File: config.mk
export PLATFORM = sky130hd
export DESIGN_NAME = uart_tx_fifo_flat
export DESIGN_NICKNAME = d
export VERILOG_FILES = /design/src/rtl/uart_tx_fifo_if.sv /design/src/rtl/uart_tx_fifo.sv /design/src/flat_wrapper.sv
export SDC_FILE = /design/constraint.sdc
export NUM_CORES = 1
export LEC_CHECK = 0
export BUFFER_PORTS_ARGS = -buffer_cell sky130_fd_sc_hd__buf_2
export CAP_MARGIN = 0
export CORE_UTILIZATION = 60
export DETAILED_ROUTE_END_ITERATION = 10
export PLACE_DENSITY = 0.79
export SYNTH_ARGS = -nofsm -noshare
export SYNTH_HDL_FRONTEND = slang
export SYNTH_SLANG_ARGS = --single-unit
File: constraint.sdc
create_clock -name clk_i -period 2.9 [get_ports clk_i]
set_input_delay 0.58 -clock clk_i [delete_from_list [all_inputs] [get_ports clk_i]]
set_output_delay 0.58 -clock clk_i [all_outputs]
set_load 0.1 [all_outputs]
File: src/rtl/uart_tx_fifo_if.sv
// ----------------------------------------------------------------------------
// uart_tx_fifo_if
//   Bundles the byte-write side, the serial line and the status flags of
//   uart_tx_fifo into one interface.
//
//   Handshake: wr_i is a one-sided strobe with no ready signal. A byte on
//   data_i is taken on every rising edge where wr_i=1 and full_o=0. A write
//   seen while full_o=1 is dropped, and ovf_o pulses for the following cycle.
//   The producer watches full_o or count_o to avoid drops.
//
//   Signals:
//     baud_i   [15:0]  half-bit divisor (bit period = 2*(baud_i+1) clocks)
//     wr_i             write strobe
//     data_i   [7:0]   byte to queue
//     tx_o             serial line, idle high
//     full_o           FIFO holds DEPTH entries
//     empty_o          FIFO holds no entries
//     count_o  [CW-1:0] FIFO occupancy
//     busy_o           transmitter FSM not idle
//     ovf_o            one-cycle pulse: a write was dropped
//     state_o  [2:0]   transmitter FSM state, for observation
//
//   Modports:
//     master - the producer (drives baud_i/wr_i/data_i)
//     slave  - the uart_tx_fifo block
// ----------------------------------------------------------------------------
interface uart_tx_fifo_if #(
    parameter int DEPTH = 8
);
    localparam int CW = $clog2(DEPTH) + 1;

    logic [15:0]   baud_i;
    logic          wr_i;
    logic [7:0]    data_i;
    logic          tx_o;
    logic          full_o;
    logic          empty_o;
    logic [CW-1:0] count_o;
    logic          busy_o;
    logic          ovf_o;
    logic [2:0]    state_o;

    modport master (
        output baud_i, wr_i, data_i,
        input  tx_o, full_o, empty_o, count_o, busy_o, ovf_o, state_o
    );

    modport slave (
        input  baud_i, wr_i, data_i,
        output tx_o, full_o, empty_o, count_o, busy_o, ovf_o, state_o
    );
endinterface

File: src/rtl/uart_tx_fifo.sv
// ----------------------------------------------------------------------------
// uart_tx_fifo
//   Byte FIFO feeding an 8-bit UART transmitter. Frame format:
//   start(0), 8 data bits LSB first, optional parity bit, STOP_BITS stop bits.
//   Back-to-back frames are sent without an idle gap while the FIFO has data.
//
//   Parameters:
//     DEPTH     FIFO entries, power of two in 2..64
//     PARITY    0 none, 1 even, 2 odd
//     STOP_BITS 1 or 2
//
//   Ports:
//     clk_i   sole clock, rising edge
//     rst_i   synchronous active-high reset (aborts any frame, empties FIFO)
//     bus     uart_tx_fifo_if.slave (see interface header for signal list)
// ----------------------------------------------------------------------------
module uart_tx_fifo #(
    parameter int DEPTH     = 8,
    parameter int PARITY    = 0,
    parameter int STOP_BITS = 1
) (
    input  logic           clk_i,
    input  logic           rst_i,
    uart_tx_fifo_if.slave  bus
);
    localparam int AW = $clog2(DEPTH);
    localparam int CW = AW + 1;

    typedef enum logic [2:0] {
        S_IDLE   = 3'd0,
        S_START  = 3'd1,
        S_DATA   = 3'd2,
        S_PARITY = 3'd3,
        S_STOP   = 3'd4
    } state_e;

    // ------------------------------------------------------------------
    // FIFO storage and bookkeeping
    // ------------------------------------------------------------------
    logic [7:0]    mem_q [DEPTH];
    logic [AW-1:0] wr_ptr_q, wr_ptr_d;
    logic [AW-1:0] rd_ptr_q, rd_ptr_d;
    logic [CW-1:0] count_q, count_d;
    logic          ovf_q, ovf_d;

    logic          full;
    logic          empty;
    logic          wr_ok;
    logic          pop;
    logic [7:0]    head;

    // ------------------------------------------------------------------
    // Transmitter state
    // ------------------------------------------------------------------
    state_e        state_q, state_d;
    logic [16:0]   timer_q, timer_d;
    logic [15:0]   baud_q, baud_d;
    logic [7:0]    shift_q, shift_d;
    logic [2:0]    bit_idx_q, bit_idx_d;
    logic          stop_idx_q, stop_idx_d;
    logic          par_q, par_d;
    logic          tx_q, tx_d;

    logic          bit_end;
    logic          last_stop;
    logic          start_frame;

    assign full  = (count_q == CW'(DEPTH));
    assign empty = (count_q == '0);
    // Fullness is judged on the registered count, so a pop on the same edge
    // never makes room for a write that arrives while full.
    assign wr_ok = bus.wr_i && !full;
    assign head  = mem_q[rd_ptr_q];

    // Bit period is 2*(baud+1) clocks, so the final timer value is 2*baud+1.
    assign bit_end   = (timer_q == {baud_q, 1'b1});
    assign last_stop = (STOP_BITS == 1) ? 1'b1 : stop_idx_q;

    // ------------------------------------------------------------------
    // FIFO next-state
    // ------------------------------------------------------------------
    always_comb begin
        wr_ptr_d = wr_ptr_q;
        rd_ptr_d = rd_ptr_q;
        count_d  = count_q;
        ovf_d    = bus.wr_i && full;

        // Pointers are AW bits wide, so the increment wraps modulo DEPTH.
        if (wr_ok) begin
            wr_ptr_d = wr_ptr_q + 1'b1;
        end
        if (pop) begin
            rd_ptr_d = rd_ptr_q + 1'b1;
        end

        case ({wr_ok, pop})
            2'b10:   count_d = count_q + 1'b1;
            2'b01:   count_d = count_q - 1'b1;
            default: count_d = count_q;
        endcase
    end

    // ------------------------------------------------------------------
    // Transmitter next-state and registered line value
    //   tx_d is the line level for the state being entered, so tx_o changes
    //   on the same edge as the state.
    // ------------------------------------------------------------------
    always_comb begin
        state_d     = state_q;
        timer_d     = timer_q + 17'd1;
        baud_d      = baud_q;
        shift_d     = shift_q;
        bit_idx_d   = bit_idx_q;
        stop_idx_d  = stop_idx_q;
        par_d       = par_q;
        tx_d        = tx_q;
        pop         = 1'b0;
        start_frame = 1'b0;

        case (state_q)
            S_IDLE: begin
                timer_d = '0;
                tx_d    = 1'b1;
                if (!empty) begin
                    start_frame = 1'b1;
                end
            end

            S_START: begin
                if (bit_end) begin
                    timer_d = '0;
                    state_d = S_DATA;
                    tx_d    = shift_q[0];
                end
            end

            S_DATA: begin
                if (bit_end) begin
                    timer_d = '0;
                    if (bit_idx_q == 3'd7) begin
                        stop_idx_d = 1'b0;
                        if (PARITY != 0) begin
                            state_d = S_PARITY;
                            tx_d    = par_q;
                        end else begin
                            state_d = S_STOP;
                            tx_d    = 1'b1;
                        end
                    end else begin
                        bit_idx_d = bit_idx_q + 3'd1;
                        shift_d   = {1'b0, shift_q[7:1]};
                        tx_d      = shift_q[1];
                    end
                end
            end

            S_PARITY: begin
                if (bit_end) begin
                    timer_d    = '0;
                    state_d    = S_STOP;
                    stop_idx_d = 1'b0;
                    tx_d       = 1'b1;
                end
            end

            S_STOP: begin
                if (bit_end) begin
                    timer_d = '0;
                    tx_d    = 1'b1;
                    if (last_stop) begin
                        // Chain straight into the next frame when data waits.
                        if (!empty) begin
                            start_frame = 1'b1;
                        end else begin
                            state_d = S_IDLE;
                        end
                    end else begin
                        stop_idx_d = 1'b1;
                    end
                end
            end

            default: begin
                state_d = S_IDLE;
                timer_d = '0;
                tx_d    = 1'b1;
            end
        endcase

        // Frame start: pop the head byte, snapshot the divisor so a baud
        // change only affects the next frame, and precompute parity.
        if (start_frame) begin
            pop        = 1'b1;
            state_d    = S_START;
            timer_d    = '0;
            baud_d     = bus.baud_i;
            shift_d    = head;
            bit_idx_d  = 3'd0;
            stop_idx_d = 1'b0;
            par_d      = (^head) ^ (PARITY == 2);
            tx_d       = 1'b0;
        end
    end

    // ------------------------------------------------------------------
    // Registers
    // ------------------------------------------------------------------
    always_ff @(posedge clk_i) begin
        if (rst_i) begin
            wr_ptr_q   <= '0;
            rd_ptr_q   <= '0;
            count_q    <= '0;
            ovf_q      <= 1'b0;
            state_q    <= S_IDLE;
            timer_q    <= '0;
            baud_q     <= '0;
            shift_q    <= '0;
            bit_idx_q  <= '0;
            stop_idx_q <= 1'b0;
            par_q      <= 1'b0;
            tx_q       <= 1'b1;
        end else begin
            wr_ptr_q   <= wr_ptr_d;
            rd_ptr_q   <= rd_ptr_d;
            count_q    <= count_d;
            ovf_q      <= ovf_d;
            state_q    <= state_d;
            timer_q    <= timer_d;
            baud_q     <= baud_d;
            shift_q    <= shift_d;
            bit_idx_q  <= bit_idx_d;
            stop_idx_q <= stop_idx_d;
            par_q      <= par_d;
            tx_q       <= tx_d;
        end
    end

    // Storage needs no reset; occupancy is tracked by the pointers/count.
    always_ff @(posedge clk_i) begin
        if (!rst_i && wr_ok) begin
            mem_q[wr_ptr_q] <= bus.data_i;
        end
    end

    // ------------------------------------------------------------------
    // Outputs
    // ------------------------------------------------------------------
    assign bus.tx_o    = tx_q;
    assign bus.full_o  = full;
    assign bus.empty_o = empty;
    assign bus.count_o = count_q;
    assign bus.busy_o  = (state_q != S_IDLE);
    assign bus.ovf_o   = ovf_q;
    assign bus.state_o = state_q;

endmodule
File: src/flat_wrapper.sv
// flat-port wrapper written by rule: the top's interface ports become plain ports
module uart_tx_fifo_flat 
#(
    parameter int DEPTH     = 8,
    parameter int PARITY    = 0,
    parameter int STOP_BITS = 1
)
  (clk_i, rst_i, bus_baud_i, bus_wr_i, bus_data_i, bus_tx_o, bus_full_o, bus_empty_o, bus_count_o, bus_busy_o, bus_ovf_o, bus_state_o);
  uart_tx_fifo_if #(.DEPTH(DEPTH)) bus_i ();
  input  logic clk_i;
  input  logic rst_i;
  input wire logic [$bits(bus_i.baud_i)-1:0] bus_baud_i;
  input wire logic [$bits(bus_i.wr_i)-1:0] bus_wr_i;
  input wire logic [$bits(bus_i.data_i)-1:0] bus_data_i;
  output wire logic [$bits(bus_i.tx_o)-1:0] bus_tx_o;
  output wire logic [$bits(bus_i.full_o)-1:0] bus_full_o;
  output wire logic [$bits(bus_i.empty_o)-1:0] bus_empty_o;
  output wire logic [$bits(bus_i.count_o)-1:0] bus_count_o;
  output wire logic [$bits(bus_i.busy_o)-1:0] bus_busy_o;
  output wire logic [$bits(bus_i.ovf_o)-1:0] bus_ovf_o;
  output wire logic [$bits(bus_i.state_o)-1:0] bus_state_o;
  assign bus_i.baud_i = bus_baud_i;
  assign bus_i.wr_i = bus_wr_i;
  assign bus_i.data_i = bus_data_i;
  assign bus_tx_o = bus_i.tx_o;
  assign bus_full_o = bus_i.full_o;
  assign bus_empty_o = bus_i.empty_o;
  assign bus_count_o = bus_i.count_o;
  assign bus_busy_o = bus_i.busy_o;
  assign bus_ovf_o = bus_i.ovf_o;
  assign bus_state_o = bus_i.state_o;
  uart_tx_fifo #(.DEPTH(DEPTH), .PARITY(PARITY), .STOP_BITS(STOP_BITS)) u_core (.clk_i(clk_i), .rst_i(rst_i), .bus(bus_i));
endmodule
==> out/metrics.yaml, run 1 <==
yosys:
  synth_enable_flop_cells: 64
  ys_async_sr_fraction_pct: 0
  synth.yosys.warnings: 0
  synth_cells: 440
  yosys_most_used_dff: "edfxtp_1"
  synth_area_um2: 5410
  synth_top_cells_by_area: "edfxtp_1 (36%), dfxtp_1 (23%), mux4_2 (6.7%), xnor2_1 (3.6%), nand3_1 (3.1%)"
  synth_area_per_cell_um2: 12.3
  synth.largest_area_cell: "edfxtp_1"
  synth.ff_latch_count: 126
  synth_nets: 475
  synth_top_area_share_pct: 35.5
  synth.distinct_cells: 46
  seq_total_area_yosys_pct: 58.5
floorplanning:
  design.die.area_um2: 9400
  die_height_um: 97.0
  width_of_the_chip_um: 97.0
  core.rowCount: 34
  top_level_ports: 39
  design.core.area_um2: 8720
  initial_utilization_pct: 62.1
grt:
  maximum_number_of_pins_on_one_net_before_global_route_repair: 45
  first_global_vias: 3526
  initial_antenna_violation_count: 0
  gr-usage-all-layers_pct: 25.4
  gr-total-overflow: 0
  grt_pass1_wl_um: 17900
critical_path:
  critical_path_peak_fanout: 6
  timing_worst_setup_path_type: "flop to flop"
  required_ns: 3.34
  worstSetupEndpointType: "flop"
  cp.arrival_ns: 3.10
  crit_path_start_kind: "flop"
sta:
  worst_pin_slew_ns: 1.00
  post-route-period-util_pct: 91.9
  worst_slew_margin_rel_pct: 33.3
  period_needed_ns: 2.66
  grt_setup_unrepaired: "no"
  setup_viol_count_final: 0
  number_of_slew_limit_violations_in_the_final_report: 0
  worst_hold_slack_ns: 0.267
  final_hold_viol_count: 0
  timing.clock.skew_ns: 0.00989
  achievable_frequency_ghz: 0.375
placement:
  numPortBuffers: 38
  dpl-instance-area_um2: 5770
  place_hpwl_um: 7050
  final_weighted_congestion_in_routability_driven_placement: 0.855
clocking:
  postCtsHoldBufs: 0
  htree_num_levels: 4
  cts_setup_buffers: 0
  clk-insertion-delay-late_ns: 0.52
  numClockSinks: 126
  cts_buffers: 17
  clkSlewWorstSetupHoldPaths_ns: 0.06
  tritoncts: "built"
  cts_max_path_buffers: 2
  cell_at_the_root_of_the_clock_tree: "clkbuf_8"
  postCtsResizedCells: 0
routing:
  vias: 3590
  detail_route.vias_per_cell: 5.92
  iteration_0_drc_markers: 135
  detailedRoute.firstPassIterationCount: 5
  drtAntennaViolNets: 0
  route.final.wire_length_um: 11100
  post_route_drc: 0
  route.detailed.wl_per_inst_um: 18.4
pwr:
  power-per-cell-area_nw_per_um2: 1010
  total_leakage_power_nw: 2.20
  peakVddDrop_mv: 0.707
outcome:
  outcome: "complete, no violations"
final_layout:
  most-common-layout-cells: "edfxtp_1 (64), dfxtp_1 (58), buf_2 (38)"
  final_common_cell: "edfxtp_1"
  area_growth_pct: 17.4
  antenna_cells: 0
  drive_above_1_share_pct: 26.7
  finalInstanceArea_um2: 6350
  finalNetCount: 520
  finish.utilization_pct: 72.9
min_path:
  worstHoldPathType: "input port to flop"
flow_run:
  timing.max_cap.violations: 0
==> final timing paths <==
| check | start | endpoint | slack [ns] | cells after the start |
|---|---|---|---|---|
| max | u_core.timer_q[12] | u_core.bus.count_o[3] | 0.24 | 12 |
| min reg2reg | u_core.shift_q[7] | u_core.shift_q[7] | 0.50 | 2 |
| max reg2reg | u_core.timer_q[12] | u_core.bus.count_o[3] | 0.24 | 12 |
| min | rst_i | u_core.wr_ptr_q[1] | 0.27 | 2 |
==> per-stage QoR <==
step | cells | setup slack, ns | TNS, ns | total power (W)
after global routing | 606 | 0.0174 | 0 | 0.00671
after floorplan | 440 | -0.308 | -0.594 | 0.00399
after global placement | 574 | 0.348 | 0 | 0.00429
after CTS | 606 | 0.238 | 0 | 0.00645
after detailed placement | 574 | 0.279 | 0 | 0.00436
final | 606 | 0.236 | 0 | 0.00642
==> registers in the layout (all words and copies together) (netlist names), named ones only <==
signal	flops
u_core.timer_q	17
u_core.bit_idx_q	3
u_core.bus.ovf_o	1
u_core.bus.tx_o	1
u_core.shift_q	8
u_core.rd_ptr_q	3
u_core.wr_ptr_q	3
u_core.bus.state_o	3
u_core.bus.count_o	4
u_core.mem_q	64
u_core.baud_q	16
==> critical path, cell delays in order (launching register included) <==
cell,delay (ns)
dfxtp_1,0.43
xnor2_1,0.15
nand4_1,0.14
nor3_2,0.30
a21o_1,0.18
nand2_2,0.09
inv_2,0.13
ha_2,0.23
nor2b_1,0.13
a21oi_1,0.05
o32a_1,0.30
or3_1,0.31
a21oi_1,0.15
==> layer usage <==
metal / routed length (µm) / global-route usage (%) / vias up
met3: 520 / 6.21 / 13
met4: 132 / 8.73 / 0
met5: 0 / 0 / -
met2: 5890 / 44.3 / 95
li1: - / - / 1713
met1: 4600 / 30.8 / 1769
==> final cells by class <==
cell class,instances,area [µm²]
timing repair buffer,53,303
clock inverter,14,165
tap,108,135
sequential,126,3180
multi-input combinational,281,2130
inverter,6,22.5
clock buffer,18,418
fill,588,2370
==> synthesized netlist by cell type (5+ instances only) <==
cell      instances
edfxtp_1         64
dfxtp_1          62
nand3_1          34
a21oi_1          28
nor2_1           27
o21ai_0          22
xnor2_1          22
nand2_1          17
mux4_2           16
xor2_1           15
clkbuf_1         14
nor3_1           10
buf_2             9
ha_1              8
nor2_4            8
a31oi_1           7
mux2_2            7
inv_1             6
nand4_1           6
nor2b_1           6
o211ai_1          6
mux2i_1           5
nand2b_1          5
or3_1             5
==> power breakdown <==
| part | switching (W) | total [W] | leakage, nW | internal, W |
|---|---|---|---|---|
| clock network | 0.000766 | 0.00207 | 0.277 | 0.00131 |
| registers | 0.000228 | 0.00234 | 1.09 | 0.00211 |
| logic | 0.00132 | 0.00201 | 0.835 | 0.000686 |
==> logic make-up after synthesis <==
family          synth area share [%]
xor+xnor                        5.99
simple gates                    13.8
mux                             9.04
flops                           58.5
fa+ha+maj                       1.85
buf+inv                         3.14
compound gates                  7.77
Power figures use the tool's default switching activity.
==> inputs of run 2 (changes only) <==
- CORE_UTILIZATION: 60 -> 45
- CTS_BUF_LIST: not set -> sky130_fd_sc_hd__clkbuf_4 sky130_fd_sc_hd__clkbuf_8
- PLACE_DENSITY: 0.79 -> not set
==> run 2 against run 1 <==
Compared with the run above: the run now ends with DRC left; largest power group unchanged; global-route usage shrank 5.9 points; cell area fell by 1.2%; sequential cell count unchanged; die area increased by 33%; via count shrank 1.2%; register-to-register slack better by 0.04 ns; worst setup slack improved by 0.039 ns; clock skew shrank 0.0018 ns; critical path type unchanged; maximum frequency up 1.5%; combinational power up 3%.
==> out/metrics.yaml, run 2 (same netlist as run 1, synthesis figures left out) <==
sta:
  post-route-period-util_pct: 90.5  # was 91.9%
  setup_viol_count_final: 0  # unchanged
  worst_slew_margin_rel_pct: 39.4  # was 33.3%
  grt_setup_unrepaired: "no"  # unchanged
  achievable_frequency_ghz: 0.381  # was 0.375 GHz
  timing.clock.skew_ns: 0.00809  # was 0.00989 ns
  worst_pin_slew_ns: 0.909  # was 1.00 ns
  number_of_slew_limit_violations_in_the_final_report: 0  # unchanged
  worst_hold_slack_ns: 0.384  # was 0.267 ns
  layout_setup_ws_ns: 0.275  # was 0.236 ns
  fin_tns_setup_ns: 0  # unchanged
  period_needed_ns: 2.62  # was 2.66 ns
  final_hold_viol_count: 0  # unchanged
pwr:
  seqPwrFrac_pct: 38.3  # was 36.5%
  share_clk_of_total_power_pct: 27.2  # was 32.3%
  total_leakage_power_nw: 2.15  # was 2.20 nW
  power.share.switching_pct: 37.5  # was 36.1%
  power-per-cell-area_nw_per_um2: 959  # was 1010 nW/µm²
  p_int_w: 0.00376  # was 0.00410 W
  peakVddDrop_mv: 0.457  # was 0.707 mV
  switching_power_of_the_nets_w: 0.00226  # was 0.00231 W
  comb_power_share_pct: 34.4  # was 31.3%
routing:
  drtAntennaViolNets: 0  # unchanged
  route.detailed.wl_per_inst_um: 17.2  # was 18.4 µm
  vias: 3546  # was 3590
  iteration_0_drc_markers: 189  # was 135
  detail_route.vias_per_cell: 5.50  # was 5.92
  detailedRoute.firstPassIterationCount: 9  # was 5
  post_route_drc: 5  # was 0
  route.final.wire_length_um: 11100  # about the same
final_layout:
  filler_cell_count: 983  # was 588
  largest_reg_flops: 64  # unchanged
  largest_register: "u_core.mem_q"  # unchanged
  top_registers: "u_core.mem_q x64, u_core.timer_q x17, u_core.baud_q x16"  # unchanged
  drive_above_1_share_pct: 27.7  # was 26.7%
  area_growth_pct: 16.0  # was 17.4%
  final_common_cell: "edfxtp_1"  # unchanged
  most-common-layout-cells: "edfxtp_1 (64), dfxtp_1 (57), buf_2 (38)"  # was edfxtp_1 (64), dfxtp_1 (58), buf_2 (38)
  finalNetCount: 524  # was 520
  antenna_cells: 0  # unchanged
critical_path:
  critical_path.n_buffers_inverters: 1  # unchanged
  crit_chain: "xnor2_1, nand4_1, nor3_4, a21o_1, nand2_2, inv_2, ha_2, nor2b_1, a21oi_1, o32a_1, or3_1, a21oi_1"  # was xnor2_1, nand4_1, nor3_2, a21o_1, nand2_2, inv_2, ha_2, nor2b_1, a21oi_1, o32a_1, or3_1, a21oi_1
  cp.arrival_ns: 2.99  # was 3.10 ns
  worst_path_largest_cell_delay_ns: 0.40  # was 0.43 ns
  r2r_slack_ns: 0.28  # was 0.24 ns
  worstSetupEndpointType: "flop"  # unchanged
  crit_path_start_kind: "flop"  # unchanged
  worst_r2r_endpoint: "u_core.bus.count_o[3]"  # unchanged
  critical_path_peak_fanout: 5  # was 6
  timing_worst_setup_path_type: "flop to flop"  # unchanged
  r2r_start: "u_core.timer_q[3]"  # was u_core.timer_q[12]
  worst_r2r_path_depth: 12  # unchanged
  dominant_delay_contributor_by_cell_family_on_the_critical_path: "simple AND/OR/NAND/NOR gates"  # unchanged
  timing.critical_path.slowest_stage_cell: "dfxtp_1"  # unchanged
  crit_path_frequent_cell: "a21oi_1"  # unchanged
  required_ns: 3.27  # was 3.34 ns
grt:
  initial_antenna_violation_count: 0  # unchanged
  gr-total-overflow: 0  # unchanged
  maximum_number_of_pins_on_one_net_before_global_route_repair: 29  # was 45
  grt_pass1_wl_um: 18300  # was 17900 µm
  first_global_vias: 3541  # was 3526
  gr-usage-all-layers_pct: 19.5  # was 25.4%
clocking:
  cts_buffers: 17  # unchanged
  cell_at_the_root_of_the_clock_tree: "clkbuf_8"  # unchanged
  clk-insertion-delay-late_ns: 0.44  # was 0.52 ns
  cts_max_path_buffers: 2  # unchanged
  postCtsHoldBufs: 0  # unchanged
  postCtsResizedCells: 0  # unchanged
  numClockSinks: 126  # unchanged
  clkSlewWorstSetupHoldPaths_ns: 0.07  # was 0.06 ns
  tritoncts: "built"  # unchanged
  cts_setup_buffers: 0  # unchanged
  htree_num_levels: 4  # unchanged
min_path:
  worstHoldEndpoint: "u_core.baud_q[14]"  # was u_core.wr_ptr_q[1]
  hold_path_depth: 3  # was 2
  worstHoldPathType: "input port to flop"  # unchanged
  min-delay-start: "bus_baud_i[14]"  # was rst_i
placement:
  place_hpwl_um: 7270  # was 7050 µm
  numPortBuffers: 38  # unchanged
  final_weighted_congestion_in_routability_driven_placement: 0.783  # was 0.855
  dp_worst_setup_slack_ns: 0.234  # was 0.279 ns
outcome:
  failing_checks: "DRC"
  outcome: "finished with violations"  # was complete, no violations
floorplanning:
  core.rowCount: 39  # was 34
  die_height_um: 112  # was 97.0 µm
  design.die.area_um2: 12500  # was 9400 µm²
  top_level_ports: 39  # unchanged
  initial_utilization_pct: 46.8  # was 62.1%
  design.core.area_um2: 11600  # was 8720 µm²
  width_of_the_chip_um: 112  # was 97.0 µm
flow_run:
  timing.max_cap.violations: 0  # unchanged
[run 2: power groups by stage]
stage	clock (W)	combinational, W	sequential (W)
2_1_floorplan	0	0.00147	0.00252
3_3_place_gp	0	0.00203	0.00234
3_5_place_dp	0	0.00206	0.00234
4_1_cts	0.00168	0.00207	0.00231
5_1_grt	0.00176	0.00227	0.00234
6_report	0.00164	0.00207	0.00231
[run 2: worst max-delay path by stage]
| stage | start | endpoint | slack [ns] | cells after the start |
|---|---|---|---|---|
| floorplan | u_core.bus.count_o[1] | u_core.bus.count_o[3] | -0.31 | 11 |
| global placement | u_core.timer_q[12] | u_core.bus.count_o[3] | 0.31 | 12 |
| detailed placement | u_core.timer_q[12] | u_core.bus.count_o[3] | 0.23 | 12 |
| CTS | u_core.timer_q[12] | u_core.bus.count_o[3] | 0.21 | 12 |
| global route | u_core.timer_q[3] | u_core.bus.count_o[3] | 0.00002 | 12 |
| finish | u_core.timer_q[3] | u_core.bus.count_o[3] | 0.28 | 12 |
[run 2: worst min-delay path: stages]
cell	delay, ns
buf_2	0.09
nand3_1	0.05
a21oi_1	0.05
[run 2: cell type report]
cell class | instances | area [µm²] | area share (%)
inverter | 6 | 22.5 | 0.359
multi-input combinational | 281 | 2140 | 34.1
tap | 143 | 179 | 2.85
sequential | 126 | 3180 | 50.6
clock buffer | 17 | 234 | 3.73
timing repair buffer | 57 | 333 | 5.30
clock inverter | 15 | 194 | 3.09
[run 2: stage by stage]
step	utilization, %	power, W	cells	instance area [µm²]
6_report	54.3	0.00602	645	6280
5_1_grt	54.3	0.00637	645	6280
4_1_cts	54.2	0.00607	645	6270
3_5_place_dp	50.5	0.00441	613	5840
3_3_place_gp	50.5	0.00437	613	5840
2_1_floorplan	-	0.00399	440	5490
[run 2: routing by layer]
metal  global-route usage (%)  up-vias  part of all wire, %  wire length (µm)
met1                     23.9     1735                   46              5080
li1                         -     1725                    -                 -
met4                     7.03        0                  1.2               129
met3                     5.93       13                  4.1               459
met5                        0        -                    0                 0
met2                     32.6       73                   49              5430
==> inputs of run 3 (changes only) <==
- BUFFER_PORTS_ARGS: -buffer_cell sky130_fd_sc_hd__buf_2 -> -buffer_cell sky130_fd_sc_hd__buf_4
- CTS_BUF_LIST: sky130_fd_sc_hd__clkbuf_4 sky130_fd_sc_hd__clkbuf_8 -> sky130_fd_sc_hd__clkbuf_16
==> run 3 against run 2 <==
Compared with the run above: the run still ends with DRC left; largest cell class unchanged; critical path depth did not move; sequential power about the same; final cell count grew 0.16%; die area unchanged; maximum frequency decreased by 0.87%; clock power is 29% higher; combinational power about the same; largest power group unchanged; count of clock-buffer cells in the layout rose by 3; critical path type unchanged; register-to-register slack worse by 0.02 ns; non-clock buffer count increased by 1; routed wire length down 3.2%.
==> out/metrics.yaml, run 3 (same netlist as run 1, synthesis figures left out) <==
outcome:
  outcome: "finished with violations"  # unchanged
  failing_checks: "DRC"  # unchanged
clocking:
  clkSlewWorstSetupHoldPaths_ns: 0.05  # was 0.07 ns
  cts_buffers: 17  # unchanged
  cts_setup_buffers: 0  # unchanged
  numClockSinks: 126  # unchanged
  postCtsResizedCells: 0  # unchanged
  tritoncts: "built"  # unchanged
  htree_num_levels: 4  # unchanged
  cts_max_path_buffers: 2  # unchanged
  clk-insertion-delay-late_ns: 0.42  # was 0.44 ns
  cell_at_the_root_of_the_clock_tree: "clkbuf_16"  # was clkbuf_8
  postCtsHoldBufs: 0  # unchanged
placement:
  dpl-instance-area_um2: 5950  # was 5840 µm²
  dp.cells: 614  # was 613
  place_hpwl_um: 7270  # about the same
  dp_worst_setup_slack_ns: 0.243  # was 0.234 ns
  final_weighted_congestion_in_routability_driven_placement: 0.771  # was 0.783
  numPortBuffers: 38  # unchanged
sta:
  post-route-period-util_pct: 91.3  # was 90.5%
  worst_slew_margin_rel_pct: 48.6  # was 39.4%
  period_needed_ns: 2.65  # was 2.62 ns
  layout_setup_ws_ns: 0.252  # was 0.275 ns
  timing.clock.skew_ns: 0.0117  # was 0.00809 ns
  final_hold_viol_count: 0  # unchanged
  setup_viol_count_final: 0  # unchanged
  grt_setup_unrepaired: "no"  # unchanged
  fin_tns_setup_ns: 0  # unchanged
  worst_pin_slew_ns: 0.751  # was 0.909 ns
  number_of_slew_limit_violations_in_the_final_report: 0  # unchanged
  achievable_frequency_ghz: 0.378  # was 0.381 GHz
final_layout:
  most-common-layout-cells: "edfxtp_1 (64), dfxtp_1 (58), buf_4 (58)"  # was edfxtp_1 (64), dfxtp_1 (57), buf_2 (38)
  finalNetCount: 525  # was 524
  finalInstanceArea_um2: 6550  # was 6280 µm²
  antenna_cells: 0  # unchanged
  filler_cell_count: 951  # was 983
  finish.utilization_pct: 56.7  # was 54.3%
  top_registers: "u_core.mem_q x64, u_core.timer_q x17, u_core.baud_q x16"  # unchanged
  largest_register: "u_core.mem_q"  # unchanged
  area_growth_pct: 21.1  # was 16.0%
  drive_above_1_share_pct: 28.0  # was 27.7%
  largest_reg_flops: 64  # unchanged
  final_common_cell: "edfxtp_1"  # unchanged
  final_cells: 646  # was 645
floorplanning:
  initial_utilization_pct: 46.8  # unchanged
  width_of_the_chip_um: 112  # unchanged
  die_height_um: 112  # unchanged
  top_level_ports: 39  # unchanged
  core.rowCount: 39  # unchanged
  design.die.area_um2: 12500  # unchanged
  design.core.area_um2: 11600  # unchanged
routing:
  iteration_0_drc_markers: 228  # was 189
  post_route_drc: 5  # unchanged
  route.detailed.wl_per_inst_um: 16.6  # was 17.2 µm
  drtAntennaViolNets: 0  # unchanged
  detail_route.vias_per_cell: 5.43  # was 5.50
  vias: 3507  # was 3546
  route.final.wire_length_um: 10700  # was 11100 µm
  detailedRoute.firstPassIterationCount: 10  # was 9
critical_path:
  required_ns: 3.24  # was 3.27 ns
  crit_path_frequent_cell: "a21oi_1"  # unchanged
  worst_r2r_path_depth: 12  # unchanged
  r2r_slack_ns: 0.25  # was 0.28 ns
  cp.arrival_ns: 2.98  # was 2.99 ns
  timing_worst_setup_path_type: "flop to flop"  # unchanged
  crit_chain: "xnor2_1, nand4_1, nor3_2, a21o_1, nand2_2, inv_2, ha_2, nor2b_1, a21oi_1, o32a_1, or3_1, a21oi_1"  # was xnor2_1, nand4_1, nor3_4, a21o_1, nand2_2, inv_2, ha_2, nor2b_1, a21oi_1, o32a_1, or3_1, a21oi_1
  worstSetupEndpointType: "flop"  # unchanged
  crit_path_start_kind: "flop"  # unchanged
  worst_path_largest_cell_delay_ns: 0.42  # was 0.40 ns
  critical_path_peak_fanout: 6  # was 5
  worst_r2r_endpoint: "u_core.bus.count_o[3]"  # unchanged
  timing.critical_path.slowest_stage_cell: "dfxtp_1"  # unchanged
  r2r_start: "u_core.timer_q[12]"  # was u_core.timer_q[3]
min_path:
  worstHoldPathType: "input port to flop"  # unchanged
  hold_path_depth: 1  # was 3
  min-delay-start: "bus_data_i[1]"  # was bus_baud_i[14]
  worstHoldEndpoint: "u_core.mem_q[7][1]"  # was u_core.baud_q[14]
flow_run:
  timing.max_cap.violations: 0  # unchanged
grt:
  gr-total-overflow: 0  # unchanged
  initial_antenna_violation_count: 0  # unchanged
  maximum_number_of_pins_on_one_net_before_global_route_repair: 29  # unchanged
  first_global_vias: 3520  # was 3541
  grt_pass1_wl_um: 18000  # was 18300 µm
  gr-usage-all-layers_pct: 19.1  # was 19.5%
pwr:
  peakVddDrop_mv: 0.507  # was 0.457 mV
  total_leakage_power_nw: 2.27  # was 2.15 nW
  power-per-cell-area_nw_per_um2: 995  # was 959 nW/µm²
run 3: cell count changes in the layout (fill, tap and decap cells not counted), sizes merged:
cell,previous run,this run
clkinvlp,4,2
bufinv,4,1
clkbuf,17,20
buf,57,58
inv,8,10
run 3: final cells by class:
cell class	instances	area [µm²]	area share, %
sequential	126	3180	48.5
multi-input combinational	281	2130	32.5
clock buffer	20	500	7.64
timing repair buffer	58	435	6.65
tap	143	179	2.73
clock inverter	12	105	1.60
inverter	6	22.5	0.344
run 3: critical path: cells and delay by family, from the launching register on:
kind / cells / cell delay (ns)
xor gates and xnor gates: 1 / 0.15
and+or+nand+nor: 5 / 0.99
adders and majority gates: 1 / 0.22
DFF: 1 / 0.42
AOI/OAI and AO/OA: 4 / 0.67
buffers and inverters: 1 / 0.13
run 3: worst max path at each step:
stage                                  endpoint  depth (start not counted)                   from
final                     u_core.bus.count_o[3]                         12     u_core.timer_q[12]
after global routing      u_core.bus.count_o[3]                         12     u_core.timer_q[12]
after CTS                 u_core.bus.count_o[3]                         12     u_core.timer_q[12]
after detailed placement  u_core.bus.count_o[3]                         12     u_core.timer_q[12]
after global placement    u_core.bus.count_o[3]                         12     u_core.timer_q[12]
after floorplan           u_core.bus.count_o[3]                         11  u_core.bus.count_o[1]
run 3: metal layers:
layer | GRT usage (%) | up-vias | routed length, µm
met5 | 0 | - | 0
li1 | - | 1739 | -
met4 | 8.20 | 0 | 105
met2 | 30.1 | 72 | 5130
met3 | 5.61 | 10 | 433
met1 | 24.6 | 1686 | 5080
run 3: power breakdown:
part | internal (W) | total, W | leakage, nW | switching [W]
registers | 0.00211 | 0.00231 | 1.09 | 0.000197
logic | 0.000763 | 0.00210 | 0.887 | 0.00134
clock network | 0.00133 | 0.00211 | 0.299 | 0.000776
run 3: through the flow:
step / power [W] / hold WS [ns]
3_5_place_dp: 0.00445 / 0.480
6_report: 0.00652 / 0.393
5_1_grt: 0.00687 / 0.384
2_1_floorplan: 0.00399 / 0.458
4_1_cts: 0.00658 / 0.378
3_3_place_gp: 0.00443 / 0.478
